<file path="config.mk">
export PLATFORM = sky130hd
export DESIGN_NAME = mem_arbiter
export DESIGN_NICKNAME = d
export VERILOG_FILES = /design/src/rtl/mem_arbiter.sv
export SDC_FILE = /design/constraint.sdc
export NUM_CORES = 1
export LEC_CHECK = 0
export BUFFER_PORTS_ARGS = -buffer_cell sky130_fd_sc_hd__buf_2
export CAP_MARGIN = 10
export CORE_AREA = 2 2 353 355
export CTS_CLUSTER_SIZE = 16
export DETAILED_ROUTE_END_ITERATION = 12
export DIE_AREA = 0 0 355 357
export GPL_ROUTABILITY_DRIVEN = 0
export RECOVER_POWER = 50
export SLEW_MARGIN = 25
export SYNTH_ARGS = -nofsm -noshare
export SYNTH_HDL_FRONTEND = slang
export SYNTH_SLANG_ARGS = --single-unit
</file>
<file path="constraint.sdc">
create_clock -name clk -period 2.1 [get_ports clk]
set_clock_uncertainty 0.1 [all_clocks]
set_input_delay 0.42 -clock clk [delete_from_list [all_inputs] [get_ports clk]]
set_output_delay 0.42 -clock clk [all_outputs]
set_load 0.02 [all_outputs]
</file>
<file path="src/rtl/mem_arbiter.sv">
// Round-robin arbiter that multiplexes the I-side and D-side L1 wishbone miss ports onto one downstream master.
// Only one side is granted at a time, and an idle cycle always separates two transactions.
module mem_arbiter #(
  parameter int ADR_W = 12,
  parameter int DAT_W = 128
) (
  input  logic             clk,
  input  logic             rst_n,
  input  logic             i_cyc,
  input  logic             i_stb,
  input  logic             i_we,
  input  logic [ADR_W-1:0] i_adr,
  input  logic [15:0]      i_sel,
  input  logic [DAT_W-1:0] i_dat_m,
  output logic [DAT_W-1:0] i_dat_s,
  output logic             i_ack,
  output logic             i_rty,
  input  logic             d_cyc,
  input  logic             d_stb,
  input  logic             d_we,
  input  logic [ADR_W-1:0] d_adr,
  input  logic [15:0]      d_sel,
  input  logic [DAT_W-1:0] d_dat_m,
  output logic [DAT_W-1:0] d_dat_s,
  output logic             d_ack,
  output logic             d_rty,
  output logic             m_cyc,
  output logic             m_stb,
  output logic             m_we,
  output logic [ADR_W-1:0] m_adr,
  output logic [15:0]      m_sel,
  output logic [DAT_W-1:0] m_dat_m,
  input  logic [DAT_W-1:0] m_dat_s,
  input  logic             m_ack,
  input  logic             m_rty,
  output logic [15:0]      grant_i_cnt,
  output logic [15:0]      grant_d_cnt
);

  typedef enum logic [1:0] {IDLE = 2'd0, GNT_I = 2'd1, GNT_D = 2'd2} state_t;

  localparam logic SIDE_I = 1'b0;
  localparam logic SIDE_D = 1'b1;

  state_t      state_q, state_d;
  logic        lastGnt_q, lastGnt_d;
  logic [15:0] cntI_q, cntI_d;
  logic [15:0] cntD_q, cntD_d;
  logic        iReq, dReq;

  assign iReq = i_cyc & i_stb;
  assign dReq = d_cyc & d_stb;

  always_ff @(posedge clk or negedge rst_n) begin
    if (!rst_n) begin
      state_q   <= IDLE;
      lastGnt_q <= SIDE_I;
      cntI_q    <= 16'd0;
      cntD_q    <= 16'd0;
    end else begin
      state_q   <= state_d;
      lastGnt_q <= lastGnt_d;
      cntI_q    <= cntI_d;
      cntD_q    <= cntD_d;
    end
  end

  // Dropping cyc takes priority over a coincident ack, so an aborted cycle is never counted.
  always_comb begin
    state_d   = state_q;
    lastGnt_d = lastGnt_q;
    cntI_d    = cntI_q;
    cntD_d    = cntD_q;
    case (state_q)
      IDLE: begin
        if (iReq && dReq) state_d = (lastGnt_q == SIDE_I) ? GNT_D : GNT_I;
        else if (iReq)    state_d = GNT_I;
        else if (dReq)    state_d = GNT_D;
      end
      GNT_I: begin
        if (!i_cyc) begin
          state_d = IDLE;
        end else if (m_ack) begin
          state_d   = IDLE;
          lastGnt_d = SIDE_I;
          cntI_d    = cntI_q + 16'd1;
        end
      end
      GNT_D: begin
        if (!d_cyc) begin
          state_d = IDLE;
        end else if (m_ack) begin
          state_d   = IDLE;
          lastGnt_d = SIDE_D;
          cntD_d    = cntD_q + 16'd1;
        end
      end
      default: state_d = IDLE;
    endcase
  end

  // The losing or waiting side always sees retry, so it keeps its request up until it is granted.
  always_comb begin
    m_cyc   = 1'b0;
    m_stb   = 1'b0;
    m_we    = 1'b0;
    m_adr   = '0;
    m_sel   = '0;
    m_dat_m = '0;
    i_ack   = 1'b0;
    d_ack   = 1'b0;
    i_rty   = iReq;
    d_rty   = dReq;
    case (state_q)
      GNT_I: begin
        m_cyc   = i_cyc;
        m_stb   = i_stb;
        m_we    = i_we;
        m_adr   = i_adr;
        m_sel   = i_sel;
        m_dat_m = i_dat_m;
        i_ack   = m_ack;
        i_rty   = m_rty;
      end
      GNT_D: begin
        m_cyc   = d_cyc;
        m_stb   = d_stb;
        m_we    = d_we;
        m_adr   = d_adr;
        m_sel   = d_sel;
        m_dat_m = d_dat_m;
        d_ack   = m_ack;
        d_rty   = m_rty;
      end
      default: ;
    endcase
  end

  assign i_dat_s     = m_dat_s;
  assign d_dat_s     = m_dat_s;
  assign grant_i_cnt = cntI_q;
  assign grant_d_cnt = cntD_q;

endmodule

</file>
After elaboration in Yosys (flattened, before gate mapping). Index checks and enable logic that the tools add are counted.

Bits in registers: 35. Input port bits: 450. Output and inout port bits: 451. Word-level logic and storage cells: 44.

Add/sub/neg operators: 2. Eq/ne operators: 7. Muxes and demuxes: 23. Bitwise logic cells: 2. Reductions and logical operators: 6.

Operator list (count): $pmux 128 s2 (1); $add 16x1->16 const B (2); $pmux 16 s2 (1); $pmux 12 s2 (1); $mux 2 (7); $mux 1 (8); $ne 2x2->1 const B (4); $pmux 1 s2 (4); $pmux 2 s3 (1); $reduce_and 3->1 (2); $reduce_and 5->1 (1); $ne 4x4->1 const B (1); $and 1x1->1 (2); $eq 2x1->1 const B (1); $eq 2x2->1 const B (1); $logic_not 2->1 (1); $reduce_bool 2->1 (1); $logic_and 1x1->1 (1).

Longest topological paths before layout. Gate-level depths: netlist (run 1).

Depth after elaboration: 5. Mapped depth: 7. Mapped depth without buffers: 6.

Worst setup path after synthesis (run 1). Ideal clock, no wire load.

Path type: register to output. Start point: register state_q[1]. End point: output port m_adr[0]. Arrival: 1735 ps. Required time: 1580 ps. Path slack: -155 ps. Cell stages (with the launch flop): 8. Path buffers: 3. Path through: dfrtp_1 -> inv_1 -> ha_1 -> clkbuf_1 -> clkbuf_1 -> buf_2 -> a22oi_1 -> nor2b_1.

Longest elaborated chain between the ends: 2. Elaborated cells on any way between the ends: 3. Classes of those cells: eq/ne (2); mux (1).

Ends and longest elaborated chain: start: declaration (RTL line 45) `state_t state_q, state_d;`; start signal: assignment (RTL line 61) `state_q <= state_d;`; $eq 2x2->1 / $eq 2x1->1 (equally long branches) (RTL line 114) `case (state_q)`; $pmux 12 s2 * (RTL line 114); end: declaration (RTL line 30) `output logic [ADR_W-1:0] m_adr,`.

Every way passes the cells marked *; elsewhere a longest branch is shown, timed or not.

Worst setup path in the final report (run 1).
Start point: register state_q[1]. End point: output port m_dat_m[63].

Longest elaborated chain between the ends: 2. Elaborated cells on any way between the ends: 3. Classes of those cells: eq/ne (2); mux (1).

Ends and longest elaborated chain: $eq 2x2->1 / $eq 2x1->1 (equally long branches) (RTL line 114); $pmux 128 s2 * (RTL line 114); end: declaration (RTL line 32) `output logic [DAT_W-1:0] m_dat_m,`.

Marks and branches as above.

==> results of run 1 <==
## through the flow
stage | hold slack (ns) | setup TNS [ns]
2_1_floorplan | 0.0244 | -5.19
3_3_place_gp | 0.379 | -19.80
3_5_place_dp | 0.387 | -18.98
4_1_cts | 0.0827 | -66.12
5_1_grt | 0.325 | -77.91
6_report | 0.248 | -65.73
## worst max-delay path, stage by stage, from the launching register on
cell and delay [ns]:
dfrtp_1 0.42, buf_6 0.14, ha_4 0.19, buf_16 0.17
buf_4 0.16, buf_4 0.12, a22oi_2 0.43, nor2b_2 0.09
buf_6 0.15
## layout by cell type (no fill, tap or decap), drive strengths merged, types with 3 or more instances in the layout
master,synthesis,routed
ha,8,8
buf,275,643
nand2,16,16
xnor2,22,22
a22oi,161,161
clkbuf,37,18
and2,3,3
nand4,6,6
nor2b,159,159
nand3,14,14
dfrtp,35,35
and3,5,5
nor2,7,7
nor4,3,3
inv,5,5
xor2,8,8
diode,0,6
## final timing paths
check	from	end	slack, ns	depth (start not counted)
worst max register to register	state_q[0]	grant_d_cnt[10]	-0.19	12
worst min register to register	grant_d_cnt[15]	grant_d_cnt[15]	0.40	1
worst max-delay path	state_q[1]	m_dat_m[63]	-0.64	8
min in group clk	grant_d_cnt[15]	grant_d_cnt[15]	0.40	1
max in group asynchronous	rst_n	grant_i_cnt[12]	1.06	2
worst min-delay path	rst_n	grant_d_cnt[14]	0.25	2
## sequential cells by signal, indices dropped and copies added, names as in the netlist
signal / count
grant_d_cnt: 16
grant_i_cnt: 16
state_q: 2
lastGnt_q: 1
## final cells by class
class	count	share of cell area, %
multi-input combinational	428	34.5
timing repair buffer	655	42.8
antenna	6	0.110
tap	1637	15.0
clock buffer	7	0.972
clock inverter	1	0.0367
sequential	35	6.42
inverter	5	0.156
## routing by layer
metal	GRT usage, %	part of all wire (%)	vias to the layer above
met4	4.07	4.6	56
met3	8.00	16	214
met2	15.3	39	843
met1	13.2	39	3667
met5	1.89	0.75	-
li1	-	-	3153
## what timing repair did
item                                    4_1_cts  5_1_grt
setup buffers                                38       24
pin swaps                                    20       48
endpoints found under the setup margin      167      181
resized for setup                           256      401
gates cloned                                 22       12
## power groups by stage
| stage | combinational, µW | clock (µW) | sequential (µW) |
|---|---|---|---|
| after floorplan | 6200 | 0 | 925 |
| after detailed placement | 9940 | 0 | 864 |
| after global routing | 20100 | 766 | 875 |
| after CTS | 15400 | 736 | 857 |
| final | 19200 | 731 | 860 |
| after global placement | 9840 | 0 | 860 |
## kinds of logic (layout without fill, tap and decap cells)
family / after synthesis / after routing / synth area share, %
multiplexers: 2 / 2 / 0.371
adder cells (fa/ha/maj): 8 / 8 / 1.65
buffers and inverters: 317 / 668 / 35.8
flip-flops: 35 / 35 / 14.4
AO/OA/AOI/OAI: 169 / 169 / 21.0
AND/OR/NAND/NOR: 219 / 219 / 22.4
other: 0 / 6 / 0
XOR/XNOR: 30 / 30 / 4.33
==> metrics.csv, run 1 <==
stage,metric,value,unit
floorplanning,die-area,127000,µm²
sta,fmax,365,MHz
layout,multi_input_area,4710,µm²
cts,cts_tree,yes,
critical_path,cp-end-kind,output port,
pwr,power.switching,9590,µW
global_route,grt_pass1_wl,88800,µm
cts,clockBufferDepth,2,
synth,yosysSeqAreaShare,14.4,%
place,place_ws,-0.571,ns
pwr,swShare,46.1,%
run_status,status,"complete, but fails checks",
layout,finalNetCount,1588,
synth,ys.warnings.count,0,
global_route,grt_pass1_vias,7310,
detailed_routing,routed_wl,80000,µm
synth,async_reset_ff_share,100,%
global_route,antenna_found_initial,55,
detailed_routing,drt_iter0_drc,563,
detailed_routing,routed_via_density,2.86,
synth,ys.flop_type,dfrtp_1,
layout,drive_above_1_share,85.1,%
floorplanning,pin_count,901,
synth,synth_edf_count,0,
layout,final_cell_area,13600,µm²
pwr,p_leak,0.00544,µW
pwr,powerDensity,1530,nW/µm²
sta,drv_slew,0,
cts,postCtsHoldBufs,0,
place,dp.final_hpwl,61200,µm
critical_path,path_class,flop to output port,
detailed_routing,drc,0,
detailed_routing,wl_per_cell,28.9,µm
synth,synth_nets,1238,
synth,ys_ff_latch,35,
global_route,grt_max_degree,36,
cts,ctsRootBufferMaster,clkbuf_16,
layout,fin_util,11.1,%
synth,avgSynthCellArea,7.78,µm²
sta,setup_ws,-0.642,ns
synth,synth.area.top_cells,"buf_4, a22oi_1, nor2b_1",
sta,setup_viol,176,
critical_path,start_kind,flop,
floorplanning,die_w,355,µm
pwr,p_seq_share,4.1,%
pwr,finalPower,20800,µW
floorplanning,start_util,4.93,%
synth,ys_types,33,
pwr,p_comb_share,92.4,%
cts,h-tree-depth,2,
floorplanning,dieHeight,357,µm
detailed_routing,vias,7933,
place,portBuffers,516,
sta,hold_viol,0,
synth,synth_area,6070,µm²
sta,rsz0062_at_grt,yes,
cts,cts_buffers,5,
sta,finalCriticalPeriod,2.74,ns
floorplanning,rows,129,
layout,synthToLayoutAreaGrowth,125,%
run_status,violations,negative setup slack,
cts,clk_latency,0.29,ns
job,max_cap_violations,0,
global_route,grt_usage,11.2,%
detailed_routing,drtPass1Iterations,7,
global_route,grt_overflow,0,
pwr,clkPwrFrac,3.5,%
synth,yosysMostFrequentCell,buf_4,
min_path,hold_path.class,primary input to asynchronous set/reset pin,
place,placed_cells,2674,
sta,finalCritPeriodShare,131,%
synth,syn_inst,780,
synth,yosys-top-cells-count,"buf_4, a22oi_1, nor2b_1",
floorplanning,core_region_area,123000,µm²
critical_path,path_max_fanout,11,
synth,synth_top_area_cell,buf_4,
cts,path_clk_slew,0.06,ns
pwr,power.internal,11200,µW
sta,relSlewSlack,37.7,%
detailed_routing,antenna_left,0,
sta,worst_slew_pin_slew,0.935,ns
synth,yosysTopAreaCellShare,32.1,%
layout,regArea,876,µm²
layout,fillerInstances,14100,
layout,stdcell_count,2774,
critical_path,crit_required,1.58,ns
place,place_area,9610,µm²
cts,clkSinkCount,35,
pwr,ir_drop,1020,µV
critical_path,crit_arrival,2.22,ns
Note: power is estimated with default switching activity, not from simulation.
==> inputs of run 2 (changes only) <==
--- a/config.mk
+++ b/config.mk
@@ -5,12 +5,13 @@
 export SDC_FILE = /design/constraint.sdc
 export NUM_CORES = 1
 export LEC_CHECK = 0
+export ABC_AREA = 1
 export BUFFER_PORTS_ARGS = -buffer_cell sky130_fd_sc_hd__buf_2
 export CAP_MARGIN = 10
-export CORE_AREA = 2 2 353 355
+export CORE_AREA = 2 2 355 357
 export CTS_CLUSTER_SIZE = 16
 export DETAILED_ROUTE_END_ITERATION = 12
-export DIE_AREA = 0 0 355 357
+export DIE_AREA = 0 0 357 359
 export GPL_ROUTABILITY_DRIVEN = 0
 export RECOVER_POWER = 50
 export SLEW_MARGIN = 25
==> constraint.sdc (replaced) <==
create_clock -name clk -period 3.2 [get_ports clk]
set_clock_uncertainty 0.1 [all_clocks]
set_input_delay 0.64 -clock clk [delete_from_list [all_inputs] [get_ports clk]]
set_output_delay 0.64 -clock clk [all_outputs]
set_load 0.02 [all_outputs]
==> metrics.csv, run 2 <==
stage,metric,value,unit
sta,worst_slew_pin_slew,2.21,ns
floorplanning,die-area,128000,µm²
floorplanning,core_region_area,125000,µm²
cts,clkSinkCount,35,
synth,ys.flop_type,dfrtp_1,
global_route,grt_pass1_vias,7373,
sta,drv_slew,36,
min_path,hold_path.class,flop to flop,
synth,ys.warnings.count,0,
detailed_routing,routed_wl,81900,µm
global_route,grt_pass1_wl,95800,µm
synth,synth_nets,1488,
detailed_routing,vias,8448,
min_path,hold_start,grant_d_cnt[15],
layout,final_cell_mix,"buf_2, nand2_1, a21oi_1",
synth,yosysSeqAreaShare,14.2,%
sta,finalCritPeriodShare,99.1,%
place,placed_cells,2902,
cts,cts_tree,yes,
cts,clockBufferDepth,2,
critical_path,crit_required,2.46,ns
synth,yosysTopAreaCellShare,31.2,%
critical_path,critPathSlowestCell,dfrtp_1,
place,portBuffers,516,
layout,finalNetCount,1717,
critical_path,rrSetupSlack,1.09,ns
synth,async_reset_ff_share,100,%
critical_path,reg2reg_depth,10,
pwr,finalPower,6350,µW
global_route,grt_usage,12.0,%
place,place_area,8900,µm²
synth,avgSynthCellArea,5.99,µm²
sta,relSlewSlack,-47.0,%
critical_path,cpPeakStageDelay,0.46,ns
synth,ys_types,28,
floorplanning,die_w,357,µm
global_route,grt_overflow,0,
critical_path,path_max_fanout,52,
synth,yosysMostFrequentCell,nand2_1,
layout,drive_above_1_share,45.1,%
floorplanning,rows,130,
cts,postCtsHoldBufs,0,
detailed_routing,wl_per_cell,28.0,µm
layout,stdcell_count,2930,
pwr,ir_drop,545,µV
floorplanning,start_util,4.95,%
detailed_routing,drt_iter0_drc,713,
detailed_routing,drtPass1Iterations,7,
pwr,p_leak,0.00415,µW
sta,hold_viol,0,
min_path,hold_end,grant_d_cnt[15],
synth,syn_inst,1030,
sta,finalCriticalPeriod,3.17,ns
cts,ctsRootBufferMaster,clkbuf_16,
synth,synth_edf_count,0,
global_route,antenna_found_initial,90,
detailed_routing,drc,0,
floorplanning,pin_count,901,
cts,cts_buffers,5,
critical_path,start_kind,flop,
job,max_cap_violations,1,
sta,setup_viol,0,
synth,synth.area.top_cells,"buf_4, nand2_1, dfrtp_1",
layout,final_common_cell,buf_2,
pwr,powerDensity,691,nW/µm²
run_status,status,"complete, but fails checks",
critical_path,path_class,flop to output port,
layout,synthToLayoutAreaGrowth,48.9,%
critical_path,reg2reg_from,state_q[0],
detailed_routing,antenna_left,0,
cts,clk_latency,0.28,ns
synth,yosys-top-cells-count,"nand2_1, buf_4, a21oi_1",
cts,path_clk_slew,0.06,ns
critical_path,rr_endpoint,grant_d_cnt[13],
place,dp.final_hpwl,75500,µm
critical_path,crit_arrival,2.43,ns
synth,synth_area,6160,µm²
global_route,grt_max_degree,71,
layout,final_cell_area,9180,µm²
synth,ys_ff_latch,35,
cts,h-tree-depth,2,
run_status,violations,"max-capacitance violations, max-slew violations",
critical_path,cp-startpoint,state_q[0],
synth,synth_top_area_cell,buf_4,
min_path,worstHoldPathCells,1,
critical_path,worstPathCellList,"inv_1, ha_1, bufinv_16, buf_12, a21oi_2, buf_2",
layout,fillerInstances,14900,
critical_path,cp-end-kind,output port,
sta,fmax,315,MHz
detailed_routing,routed_via_density,2.88,
floorplanning,dieHeight,359,µm
-- run 2: cell count changes after synthesis, sizes merged, moves of 5 or more --
cell and change:
nor2b -159, inv +24, a21oi +160, xnor2 -14, clkbuf -9, nand2 +380, xor2 +6, buf +6
and3 -5, a22oi -161, nor2 +29
-- run 2: critical path, delay by kind of cell, from the launching register on --
kind | cells | cell delay (ns)
adder cells (fa/ha/maj) | 1 | 0.34
buffers and inverters | 4 | 0.90
flip-flops | 1 | 0.46
AO/OA/AOI/OAI | 1 | 0.35
-- run 2: metal layers --
layer  part of all wire (%)  vias to the layer above  GRT usage (%)
li1                       -                     3446              -
met1                     31                     3719           11.1
met2                     45                      985           20.0
met3                     20                      200           10.6
met4                    2.4                       98           1.87
met5                   0.96                        -           1.25
-- run 2: kinds of logic (layout without fill, tap and decap cells) --
kind of cell,after synthesis,count (layout),synth area share [%]
AOI/OAI and AO/OA,167,167,13.6
xor gates and xnor gates,22,22,3.37
adders and majority gates,8,8,1.62
buffers and inverters,340,570,36.7
DFF,35,35,14.2
other,0,20,0
and+or+nand+nor,458,458,30.5
-- run 2: how the worst max path moves through the flow --
stage | to | slack (ns) | cells past startpoint
3_5_place_dp | m_dat_m[47] | 0.13 | 6
4_1_cts | m_adr[9] | 0.01 | 6
5_1_grt | m_dat_m[102] | -0.00003 | 6
3_3_place_gp | m_dat_m[47] | 0.14 | 6
2_1_floorplan | d_rty | 0.80 | 6
6_report | m_dat_m[60] | 0.03 | 6
-- run 2: metrics by stage --
step                      setup TNS (ns)  worst slack, ns  hold slack [ns]  utilization [%]
after global placement                 0            0.141            0.363             7.14
after floorplan                        0            0.797            0.244                -
final                                  0           0.0282            0.377             7.37
after CTS                              0           0.0145            0.378             7.30
after detailed placement               0            0.128            0.371             7.14
after global routing          -0.0000315       -0.0000315            0.391             7.34
-- run 2: repair_timing --
action	4_1_cts	5_1_grt
resized for setup	7	5
setup buffers	0	0
endpoints found under the setup margin	7	4
-- run 2: final cells by class --
class / instances / area [µm²] / share of cell area (%)
tap: 1650 / 2060 / 22.5
antenna: 20 / 50.0 / 0.545
clock inverter: 2 / 35.0 / 0.382
timing repair buffer: 531 / 2780 / 30.3
clock buffer: 6 / 139 / 1.51
sequential: 35 / 876 / 9.54
multi-input combinational: 655 / 3090 / 33.7
inverter: 31 / 143 / 1.55
-- run 2: where the power goes --
group | total, µW | switching (µW) | internal, µW
Clock | 570 | 183 | 387
Sequential | 583 | 82.8 | 500
Combinational | 5200 | 3810 | 1380
